[config.mk]
export PLATFORM = sky130hd
export DESIGN_NAME = nco_pitch_sync_gen
export DESIGN_NICKNAME = d
export VERILOG_FILES = /design/src/rtl/nco_pitch_sync_gen.sv
export SDC_FILE = /design/constraint.sdc
export NUM_CORES = 1
export LEC_CHECK = 0
export CORE_ASPECT_RATIO = 0.5
export CORE_MARGIN = 3
export CORE_UTILIZATION = 45
export DETAILED_ROUTE_END_ITERATION = 16
export MAX_ROUTING_LAYER = met4
export PLACE_DENSITY = 0.6
export SLEW_MARGIN = 10
export SYNTH_ARGS = -nofsm -noshare
export SYNTH_HDL_FRONTEND = slang
export SYNTH_SLANG_ARGS = --single-unit
export TNS_END_PERCENT = 5
[constraint.sdc]
create_clock -name sCLK_XVXENVS -period 13.6 [get_ports sCLK_XVXENVS]
set_input_delay 4.08 -clock sCLK_XVXENVS [delete_from_list [all_inputs] [get_ports sCLK_XVXENVS]]
set_output_delay 4.08 -clock sCLK_XVXENVS [all_outputs]
set_load 0.05 [all_outputs]
[src/rtl/nco_pitch_sync_gen.sv]
`default_nettype none
// ============================================================================
// Module   : nco_pitch_sync_gen
// Brief    : Scans NCO voice/oscillator slots, emitting per-slot phase
//            increment and note-on phase-zero requests.
// Revision : 1.0
// ============================================================================
module nco_pitch_sync_gen #(
  parameter int VOICES  = 8,
  parameter int V_OSC   = 4,
  parameter int V_ENVS  = 8,
  parameter int V_WIDTH = 3,
  parameter int O_WIDTH = 2
) (
  input  logic               sCLK_XVXENVS,
  input  logic               reset_reg_N,
  input  logic               note_valid,
  output logic               note_ready,
  input  logic [V_WIDTH-1:0] note_voice,
  input  logic [6:0]         note_key,
  input  logic               note_gate,
  input  logic               cfg_we,
  input  logic [O_WIDTH-1:0] cfg_osc,
  input  logic [6:0]         cfg_coarse,
  input  logic [7:0]         cfg_fine,
  output logic [V_WIDTH-1:0] vx,
  output logic [O_WIDTH-1:0] ox,
  output logic [23:0]        osc_pitch_val,
  output logic [V_ENVS-1:0]  osc_accum_zero
);

  typedef enum logic [1:0] {IDLE = 2'd0, ARMED = 2'd1, ACTIVE = 2'd2} sync_state_t;

  localparam logic [V_WIDTH-1:0] c_last_voice = V_WIDTH'(VOICES - 1);
  localparam logic [O_WIDTH-1:0] c_last_osc   = O_WIDTH'(V_OSC - 1);

  function automatic logic [23:0] base_lut(input logic [3:0] s);
    case (s)
      4'd1:    base_lut = 24'h879C7D;
      4'd2:    base_lut = 24'h8FACD6;
      4'd3:    base_lut = 24'h9837F0;
      4'd4:    base_lut = 24'hA14518;
      4'd5:    base_lut = 24'hAADC08;
      4'd6:    base_lut = 24'hB504F3;
      4'd7:    base_lut = 24'hBFC887;
      4'd8:    base_lut = 24'hCB2FF5;
      4'd9:    base_lut = 24'hD744FD;
      4'd10:   base_lut = 24'hE411F0;
      4'd11:   base_lut = 24'hF1A1BF;
      default: base_lut = 24'h800000;
    endcase
  endfunction

  logic [V_WIDTH-1:0] r_vx_c, w_next_vx;
  logic [O_WIDTH-1:0] r_ox_c;
  logic               w_slot_end, r_ready, w_acc;
  logic [6:0]         r_key    [VOICES];
  logic [6:0]         r_coarse [V_OSC];
  logic [7:0]         r_fine   [V_OSC];
  sync_state_t        r_state     [VOICES];
  sync_state_t        w_state_nxt [VOICES];
  logic [VOICES-1:0]  r_pend, w_pend_nxt, w_on, w_start, w_end;
  logic [V_ENVS-1:0]  w_zero_mask;

  assign w_slot_end = (r_ox_c == c_last_osc);
  assign w_next_vx  = (r_vx_c == c_last_voice) ? '0 : r_vx_c + 1'b1;
  assign w_acc      = note_valid & r_ready;
  assign note_ready = r_ready;

  always_ff @(posedge sCLK_XVXENVS or negedge reset_reg_N) begin
    if (!reset_reg_N) begin
      r_vx_c  <= '0;
      r_ox_c  <= '0;
      r_ready <= 1'b1;
    end else begin
      r_ox_c  <= w_slot_end ? '0 : r_ox_c + 1'b1;
      if (w_slot_end) r_vx_c <= w_next_vx;
      r_ready <= ~w_acc;
    end
  end

  always_ff @(posedge sCLK_XVXENVS or negedge reset_reg_N) begin
    if (!reset_reg_N) begin
      for (int v = 0; v < VOICES; v++) r_key[v] <= '0;
      for (int o = 0; o < V_OSC; o++) begin
        r_coarse[o] <= '0;
        r_fine[o]   <= '0;
      end
    end else begin
      if (w_acc) r_key[note_voice] <= note_key;
      if (cfg_we) begin
        r_coarse[cfg_osc] <= cfg_coarse;
        r_fine[cfg_osc]   <= cfg_fine;
      end
    end
  end

  // w_start fires on the edge that moves the counter onto (v,0), so the
  // stage-1 fetch of every slot of that pass already sees ACTIVE.
  for (genvar v = 0; v < VOICES; v++) begin : g_voice
    assign w_on[v]    = w_acc & note_gate & (note_voice == V_WIDTH'(v));
    assign w_start[v] = w_slot_end & (w_next_vx == V_WIDTH'(v));
    assign w_end[v]   = w_slot_end & (r_vx_c == V_WIDTH'(v));
  end

  for (genvar e = 0; e < V_ENVS; e++) begin : g_zmask
    assign w_zero_mask[e] = ((e % 2) == 0) && ((e / 2) < V_OSC);
  end

  always_ff @(posedge sCLK_XVXENVS or negedge reset_reg_N) begin
    if (!reset_reg_N) begin
      for (int v = 0; v < VOICES; v++) r_state[v] <= IDLE;
      r_pend <= '0;
    end else begin
      r_state <= w_state_nxt;
      r_pend  <= w_pend_nxt;
    end
  end

  always_comb begin
    w_state_nxt = r_state;
    w_pend_nxt  = r_pend;
    for (int v = 0; v < VOICES; v++) begin
      if (w_on[v]) w_pend_nxt[v] = 1'b1;
      case (r_state[v])
        IDLE:    if (w_on[v]) w_state_nxt[v] = ARMED;
        ARMED:   if (w_start[v]) begin
                   w_state_nxt[v] = ACTIVE;
                   w_pend_nxt[v]  = 1'b0;
                 end
        ACTIVE:  if (w_end[v]) w_state_nxt[v] = (r_pend[v] | w_on[v]) ? ARMED : IDLE;
        default: w_state_nxt[v] = IDLE;
      endcase
    end
  end

  logic [V_WIDTH-1:0] r_s1_vx, r_s2_vx;
  logic [O_WIDTH-1:0] r_s1_ox, r_s2_ox;
  logic [6:0]         r_s1_key, r_s1_coarse, w_k;
  logic [7:0]         r_s1_fine, r_s2_fine;
  logic               r_s1_zero, r_s2_zero;
  logic [3:0]         r_s2_oct, r_s2_semi;
  logic signed [8:0]  w_k_sum;
  logic [23:0]        w_base, w_inc, w_pitch;
  logic [31:0]        w_sum;

  always_comb begin
    w_k_sum = $signed({2'b00, r_s1_key}) + $signed({{2{r_s1_coarse[6]}}, r_s1_coarse});
    if (w_k_sum < 0)             w_k = '0;
    else if (w_k_sum > 9'sd127)  w_k = 7'd127;
    else                         w_k = w_k_sum[6:0];
  end

  // Fine detune scales the increment by (1 + fine/4096).
  always_comb begin
    w_base  = base_lut(r_s2_semi);
    w_inc   = w_base >> (4'd10 - r_s2_oct);
    w_sum   = {8'd0, w_inc} + (({8'd0, w_inc} * {24'd0, r_s2_fine}) >> 12);
    w_pitch = (w_sum > 32'h00FF_FFFF) ? 24'hFF_FFFF : w_sum[23:0];
  end

  always_ff @(posedge sCLK_XVXENVS or negedge reset_reg_N) begin
    if (!reset_reg_N) begin
      r_s1_vx <= '0; r_s1_ox <= '0; r_s1_key <= '0; r_s1_coarse <= '0;
      r_s1_fine <= '0; r_s1_zero <= 1'b0;
      r_s2_vx <= '0; r_s2_ox <= '0; r_s2_oct <= '0; r_s2_semi <= '0;
      r_s2_fine <= '0; r_s2_zero <= 1'b0;
      vx <= '0; ox <= '0; osc_pitch_val <= '0; osc_accum_zero <= '0;
    end else begin
      r_s1_vx     <= r_vx_c;
      r_s1_ox     <= r_ox_c;
      r_s1_key    <= r_key[r_vx_c];
      r_s1_coarse <= r_coarse[r_ox_c];
      r_s1_fine   <= r_fine[r_ox_c];
      r_s1_zero   <= (r_state[r_vx_c] == ACTIVE);

      r_s2_vx   <= r_s1_vx;
      r_s2_ox   <= r_s1_ox;
      r_s2_oct  <= 4'(w_k / 7'd12);
      r_s2_semi <= 4'(w_k % 7'd12);
      r_s2_fine <= r_s1_fine;
      r_s2_zero <= r_s1_zero;

      vx             <= r_s2_vx;
      ox             <= r_s2_ox;
      osc_pitch_val  <= w_pitch;
      osc_accum_zero <= r_s2_zero ? w_zero_mask : '0;
    end
  end

endmodule
`default_nettype wire

Yosys cells after proc, flatten, opt, wreduce, memory -nomap -nowiden
Memories as Yosys holds them, arrays and structs flattened.
Index checks and enable logic that the tools add are counted.
{"block": "totals", "romBits": 368, "ff_bits": 232, "input_bits": 32, "memories": 1, "word_cells": 277}
{"memory": "(no name shown)", "depth": 16, "width": 23, "rd": 1, "rd_ports_with_merged_regs": 0, "write_ports": 0, "line_no": "38", "rtl": "case (s)"}
{"block": "classes", "n_eq_ne": 63, "multipliers": 1, "bitwise": 39, "n_reduce_logical": 21, "n_mux": 91, "div_mod_pow": 2, "addsub": 5, "shift": 1, "magnitude_cmp": 9}
{"op": "2-to-1 mux 7 bit", "count": 9}
{"op": "bitwise mux 56 bit", "count": 1}
{"op": "2-to-1 mux 2 bit", "count": 27}
{"op": "!= test 2 bit (second input constant)", "count": 24}
{"op": "case mux 2 bit (3 select lines)", "count": 8}
{"op": "equality test 3 bit (second input constant)", "count": 12}
{"op": "bitwise mux 32 bit", "count": 1}
{"op": "multiplier 24 x 8 -> 32 bit", "count": 1}
{"op": "2-to-1 mux 1 bit", "count": 32}
{"op": "bitwise mux 28 bit", "count": 1}
{"op": "bitwise AND 1 bit", "count": 26}
{"op": "adder 24 x 20 -> 25 bit", "count": 1}
{"op": "> comparator 25 x 24 -> 1 bit (second input constant)", "count": 1}
{"op": "2-to-1 mux 24 bit", "count": 1}
{"op": "2-to-1 mux 8 bit", "count": 3}
{"op": "AND reduction 3 bit", "count": 8}
{"op": "right shift 24 x 4 -> 24 bit", "count": 1}
{"op": "binary-select mux 7 bit (select 3 bit)", "count": 1}
{"op": "demux 7 bit (select 3 bit)", "count": 1}
{"op": "equality test 2 bit (second input constant)", "count": 10}
{"op": "equality test 3 x 2 -> 1 bit (second input constant)", "count": 6}
{"op": "binary-select mux 8 bit (select 2 bit)", "count": 1}
{"op": "demux 8 bit (select 2 bit)", "count": 1}
{"op": "equality test 2 x 1 -> 1 bit (second input constant)", "count": 8}
{"op": "other kinds (24)", "count": 47}

Depth between registers and ports, before layout
Gate-level depths: netlist of run 1.
{"block": "logic_depth", "depth_word": 7, "depth_mapped": 45, "depth_no_buf": 42}

Worst setup path after synthesis of run 1
OpenSTA, ideal clock, no wires.
{"block": "synth_timing", "kind": "reg2reg", "startpoint": "register r_s2_oct[0]", "endpoint": "register osc_pitch_val[22]", "n_path_buf": 7, "required_time_ps": 13531, "synth_period_minus_slack_ps": 9073, "path_stages_with_launch": 43, "path_slack_ps": 4527, "arrival_ps": 9004, "cell_sequence": "dfrtp_1 buf_6 inv_1 clkbuf_1 ha_1 buf_4 clkbuf_1 clkbuf_1 o221ai_1 o311ai_0 o21ai_0 o211ai_1 o21ai_1 and2_1 fa_1 fa_1 fa_1 inv_1 [... 7 more ...] nor2b_1 o21ai_1 xnor2_1 inv_1 fa_1 and2b_1 o21ai_1 a21boi_1 o21ai_1 a21boi_2 o21bai_1 a31oi_2 o211ai_1 a311o_1 or3_1 buf_2 buf_2 nand3_1"}
{"block": "synth_between", "elab_chain_cells": 6}
{"element": "from (decl)", "line_no": "142", "rtl": "logic [3:0] r_s2_oct, r_s2_semi;"}
{"element": "from (signal assigned)", "line_no": "179", "rtl": "r_s2_oct <= 4'(w_k / 7'd12);"}
{"element": "subtractor 4 bit *", "line_no": "157", "rtl": "w_inc = w_base >> (4'd10 - r_s2_oct);"}
{"element": "right shift 24 x 4 -> 24 bit *", "line_no": "157"}
{"element": "multiplier 24 x 8 -> 32 bit", "line_no": "158", "rtl": "w_sum = {8'd0, w_inc} + (({8'd0, w_inc} * {24'd0, r_s2_fine}) >> 12);"}
{"element": "adder 24 x 20 -> 25 bit *", "line_no": "158"}
{"element": "> comparator 25 x 24 -> 1 bit", "line_no": "159", "rtl": "w_pitch = (w_sum > 32'h00FF_FFFF) ? 24'hFF_FFFF : w_sum[23:0];"}
{"element": "2-to-1 mux 24 bit *", "line_no": "159"}
{"element": "via w_pitch[22]", "line_no": "144", "rtl": "logic [23:0] w_base, w_inc, w_pitch;"}
{"element": "to (signal assigned)", "line_no": "186", "rtl": "osc_pitch_val <= w_pitch;"}
{"element": "to (decl)", "line_no": "28", "rtl": "output logic [23:0] osc_pitch_val,"}
The timed path passes the listed nets; every way through them passes the cells marked *.
A chain may end at the register's enable or synchronous reset.

Worst setup path in the final report of run 1
{"block": "layout_timing", "startpoint": "register r_s2_oct[0]", "endpoint": "register osc_pitch_val[2]"}
Same word-level chain as after synthesis.

==> metrics.cfg, run 1 <==
[status]
status=finished, final reports clean

[synthesis]
ys_ff_latch=226
synth_edf_count=0
synthAdderAreaFrac_pct=21.6
synth.mux.area_fraction_pct=12.6
seq_area_frac_synth_pct=31.8
synth_xor_area_share_pct=2.26
synth_cells=1742
yosys_warnings=0
ys.flop_type=dfrtp_1
yosys.area_share.simple_pct=15.2
synth-compound-area-share_pct=10.5
synth_top_family_by_area=adder cells
yosysTopAreaCell=dfrtp_1
synth_area_per_cell_um2=10.2
async_reset_ff_share_pct=100
netlist_top_cells_area=dfrtp_1, fa_1, mux2_2
synth.distinct_cells=86
synth_top_area_share_pct=31.6
syn_area_mm2=0.0178

[detailed_routing]
wl_per_cell_um=17.7
detail_route.vias_per_cell=5.40
routed_wirelength_mm=41.2
drt_pre_antenna_iters=5
vias=12500
first_iter_violations=811
drcViolationCount=0
drt.antenna.violating_nets=0

[flow_run]
max_cap_violations=0

[worst_setup_path]
reg2reg_depth=37
crit_path_end_kind=register
crit_fanout=47
worst_setup_path_start_kind=register
slowest_stage=a31oi_1
critical_path_class=reg2reg
critical_path_required_ns=13.98
critPathBufInv=5
critical-path-top-delay-family=compound AO/OA/AOI/OAI gates
path_common_cell=fa_1
r2r_start=r_s2_oct[0]$_DFF_PN0_
timing.rr.end=osc_pitch_val[2]$_DFF_PN0_
critPathArrivalTime_ns=11.34
r2r_setup_slack_ns=2.64
critPathMaxStageDelay_ns=0.76

[clock_network]
htreeDepth=1
postCtsSetupBuffers=0
clk_pin_slew_ns=0.08
clockBufferDepth=3
cts_tree=yes
cts_buffers=23
post_cts_resize_count=0
clock_latency_ns=0.54
root_buffer=clkbuf_16
cts_hold_buf=0
cts_sinks=226

[global_routing]
grt_pass1_vias=12700
antenna_found_initial=0
grt_use_total_pct=20.8
grt_max_degree=82
gr-total-overflow=0
grt_pass1_wl_mm=68.7

[sta]
max_slew_margin_pct=25.4
fmax_mhz=91.2
hold_viol=0
setup_viol=0
rsz0062_at_grt=false
clock_skew_ns=0.0200
layout_min_cycle_time_ns=10.96
drv_slew=0
setup_tns_ns=0
worst_pin_slew_ns=1.09
fin_crit_sh_pct=80.6
setup_slack_ns=2.64

[cells_and_area]
syn2layout_area_growth_pct=11.0
antennaDiodeCount=0
nNetsFinal=2044
drive_above_1_share_pct=13.6
layout.cells.non_filler=2320

[die]
core-area_mm2=0.0382
die_w_um=287
die_h_um=147
io_pins=70
rows=50
initial_core_util_pct=46.6
die-area_mm2=0.0421

[worst_hold_path]
holdPathEnd=r_s2_ox[1]$_DFF_PN0_
whs_path_depth=0
hp-class=reg2reg
worstHoldStart=r_s1_ox[1]$_DFF_PN0_

[placed_design]
dpl.cell_count=2280
portBuffers=65
post-place-ws_ns=2.78
place.gp.congestion=0.911
hpwl_mm=29.9

==> through the flow <==
step | util, % | area (um^2) | hold WS [ns]
floorplan | - | 17800 | 0.331
CTS | 51.8 | 19800 | 0.348
detailed placement | 49.6 | 18900 | 0.335
finish | 51.8 | 19800 | 0.347
global placement | 49.6 | 18900 | 0.332
global route | 51.8 | 19800 | 0.352
==> cells in the mapped netlist (all sizes together), types with 29 or more instances <==
master,instances
dfrtp,225
inv,186
nand2,166
fa,133
mux2,120
and2,117
ha,94
a21oi,83
nor2,78
o21ai,73
clkbuf,41
nor2b,36
buf,34
mux4,31
nand2b,29
==> layout by cell type, fill, tap and decap left out, types with 19 or more instances in the layout <==
master and n:
xnor2_1 27, and2_1 117, mux4_2 31, nor2b_1 35
mux2_2 117, a21o_1 19, nand2b_1 29, mux2i_1 19
nand2_1 166, inv_1 185, clkbuf_16 23, nor2_1 78
dfrtp_1 225, buf_4 25, clkdlybuf4s50_1 64, o21ai_0 52
xor2_1 19, ha_1 94, fa_1 133, a21oi_1 81
nand3_1 22
==> state kept, by name, indices dropped and copies added, names as in the netlist, 3 cells and up <==
| name | count |
|---|---|
| osc_pitch_val | 24 |
| r_coarse | 28 |
| r_fine | 32 |
| r_key | 56 |
| r_pend | 8 |
| r_s1_coarse | 7 |
| r_s1_fine | 8 |
| r_s1_key | 7 |
| r_s1_vx | 3 |
| r_s2_fine | 8 |
| r_s2_oct | 4 |
| r_s2_semi | 4 |
| r_s2_vx | 3 |
| r_state | 16 |
| r_vx_c | 3 |
| vx | 3 |
==> cell families after synthesis <==
family,count (synthesis)
AND/OR/NAND/NOR,527
XOR/XNOR,46
multiplexers,170
adder cells (fa/ha/maj),227
AO/OA/AOI/OAI,283
other,1
buffers and inverters,262
flip-flops,226
==> worst reg2reg max path, delay by kind of cell (launching register included) <==
kind	cells	cell delay, ns
buffers and inverters	5	1.20
and+or+nand+nor	10	2.24
adders and majority gates	7	3.24
DFF	1	0.32
AOI/OAI and AO/OA	14	3.68
xor gates and xnor gates	1	0.12
==> layout make-up <==
class / count / area [um^2]
Sequential cell: 226 / 5660
Clock inverter: 9 / 176
Fill cell: 3525 / 18400
Timing Repair Buffer: 90 / 843
Clock buffer: 31 / 646
Inverter: 187 / 702
Multi-Input combinational cell: 1257 / 11100
Tap cell: 520 / 651
==> layer usage <==
metal / share of wire [%] / GRT usage (%) / wire (um) / vias up
met1: 48 / 29.8 / 20000 / 6290
met5: 0 / - / 0 / -
met2: 45 / 31.6 / 18600 / 244
li1: - / - / - / 5943
met3: 4.9 / 3.60 / 2020 / 50
met4: 1.4 / 3.40 / 596 / 0
==> worst max-delay path by stage <==
stage | slack (ns) | start | cells after the start | end
after CTS | 2.73 | r_s2_oct[0]$_DFF_PN0_ | 37 | osc_pitch_val[2]$_DFF_PN0_
after floorplan | 4.53 | r_s2_oct[0]$_DFF_PN0_ | 42 | osc_pitch_val[22]$_DFF_PN0_
after global placement | 2.88 | r_s2_oct[0]$_DFF_PN0_ | 37 | osc_pitch_val[6]$_DFF_PN0_
final | 2.64 | r_s2_oct[0]$_DFF_PN0_ | 37 | osc_pitch_val[2]$_DFF_PN0_
after global routing | 1.64 | r_s2_oct[0]$_DFF_PN0_ | 35 | osc_pitch_val[2]$_DFF_PN0_
after detailed placement | 2.78 | r_s2_oct[0]$_DFF_PN0_ | 35 | osc_pitch_val[2]$_DFF_PN0_
Power of run 1 is left out: the tool's default activity adds up to more than one toggle a clock period on the data nets, which glitch-free logic cannot reach.
==> run 2: changes to the inputs <==
clock period = 10.14 ns   (was 13.6 ns; I/O delays follow)
==> metrics.cfg, run 2 (synthesis results as in run 1) <==
[die]
rows=50  ; unchanged
core-area_mm2=0.0382  ; unchanged
initial_core_util_pct=46.6  ; unchanged
die_h_um=147  ; unchanged
io_pins=70  ; unchanged
die_w_um=287  ; unchanged
die-area_mm2=0.0421  ; unchanged

[placed_design]
place.gp.congestion=0.909  ; -0.16%
portBuffers=65  ; unchanged
hpwl_mm=30.2  ; +1.2%
dpl.cell_count=2299  ; +0.83%
post-place-ws_ns=0.116  ; -2.66 ns

[global_routing]
antenna_found_initial=0  ; unchanged
grt_use_total_pct=20.9  ; +0.045 points
gr-total-overflow=0  ; unchanged
grt_pass1_wl_mm=68.8  ; about the same
grt_max_degree=149  ; +82%
grt_pass1_vias=12900  ; +1.3%

[cells_and_area]
antennaDiodeCount=0  ; unchanged
mostFrequentLayoutCells=dfrtp_1, inv_1, nand2_1
nNetsFinal=2064  ; +0.98%
top_regs=r_key: 56 flops, r_fine: 32 flops, r_coarse: 28 flops
drive_above_1_share_pct=15.0  ; +1.4 points
regMostFlops=r_key
largest_register_ffs=56  ; unchanged
syn2layout_area_growth_pct=11.9
final_common_cell=dfrtp_1
layout.cells.non_filler=2341  ; +0.91%

[detailed_routing]
drcViolationCount=0  ; unchanged
wl_per_cell_um=17.7  ; -0.11%
vias=12500  ; -0.14%
drt_pre_antenna_iters=5  ; unchanged
routed_wirelength_mm=41.5  ; +0.79%
first_iter_violations=948  ; +17%
drt.antenna.violating_nets=0  ; unchanged
detail_route.vias_per_cell=5.34  ; -1.0%

[sta]
layout_min_cycle_time_ns=9.36  ; -1.60 ns
clock_skew_ns=0.0189  ; -0.00116 ns
setup_viol=0  ; unchanged
setup_tns_ns=0  ; unchanged
hold_viol=0  ; unchanged
drv_slew=0  ; unchanged
holdWs_ns=0.347  ; +0.000177 ns
worst_pin_slew_ns=1.06  ; -0.0250 ns
fmax_mhz=107  ; +17%
rsz0062_at_grt=false
setup_slack_ns=0.779  ; -1.86 ns
fin_crit_sh_pct=92.3  ; +12 points
max_slew_margin_pct=29.1  ; +3.7 points

[worst_setup_path]
crit_fanout=17  ; -64%
critPathArrivalTime_ns=9.76  ; -1.58 ns
slowest_stage=nor2_1
critical_path_required_ns=10.54  ; -3.44 ns
worst_setup_path_start_kind=register
critical_path_class=reg2reg
crit_path_end_kind=register
critPathMaxStageDelay_ns=0.72  ; -0.04 ns

[clock_network]
clk_pin_slew_ns=0.06  ; -0.02 ns
htreeDepth=1  ; unchanged
root_buffer=clkbuf_16
clockBufferDepth=3  ; unchanged
clock_latency_ns=0.54  ; about the same
cts_buffers=22  ; -4.3%
cts_tree=yes
cts_sinks=226  ; unchanged

[worst_hold_path]
hp-class=reg2reg

[status]
status=finished, final reports clean

[flow_run]
max_cap_violations=0  ; unchanged

run 2: worst paths after layout:
path	startpoint	end	slack, ns	cells after the start
max	r_s2_semi[0]$_DFF_PN0_	osc_pitch_val[23]$_DFF_PN0_	0.78	36
min	r_s1_ox[0]$_DFF_PN0_	r_s2_ox[0]$_DFF_PN0_	0.35	0
max reg2reg	r_s2_semi[0]$_DFF_PN0_	osc_pitch_val[23]$_DFF_PN0_	0.78	36
min reg2reg	r_s1_ox[0]$_DFF_PN0_	r_s2_ox[0]$_DFF_PN0_	0.35	0
max in group asynchronous	reset_reg_N	osc_pitch_val[1]$_DFF_PN0_	6.40	2
min in group asynchronous	reset_reg_N	r_state[1]$_DFFE_PN0P_	2.48	1
run 2: cell type report:
cell class,count,area [um^2]
Clock buffer,26,596
Clock inverter,14,195
Fill cell,3486,18200
Inverter,187,702
Multi-Input combinational cell,1257,11100
Sequential cell,226,5660
Tap cell,520,651
Timing Repair Buffer,111,1010
run 2: metal layers:
metal	GRT usage, %	routed length [um]
met1	29.9	20400
met2	31.9	18700
met3	3.12	1790
met4	3.79	584
met5	-	0
run 2: critical path, delay by kind of cell, from the launching register on:
family / cells / cell delay [ns]
AOI/OAI and AO/OA: 16 / 3.33
adders and majority gates: 7 / 3.11
and+or+nand+nor: 9 / 1.88
DFF: 1 / 0.54
xor gates and xnor gates: 2 / 0.24
buffers and inverters: 2 / 0.12
run 2: metrics by stage:
step / cell area, um^2 / util (%)
2_1_floorplan: 17800 / -
3_3_place_gp: 19100 / 50.0
3_5_place_dp: 19100 / 50.0
4_1_cts: 19900 / 52.1
5_1_grt: 19900 / 52.2
6_report: 19900 / 52.2
run 2: timing repair:
action / CTS / global route
endpoints found under the setup margin: 0 / 24
setup buffers: 0 / 2
hold buffers: 0 / 0
gates resized for setup: 0 / 5
Power of run 2 is left out for the same reason.
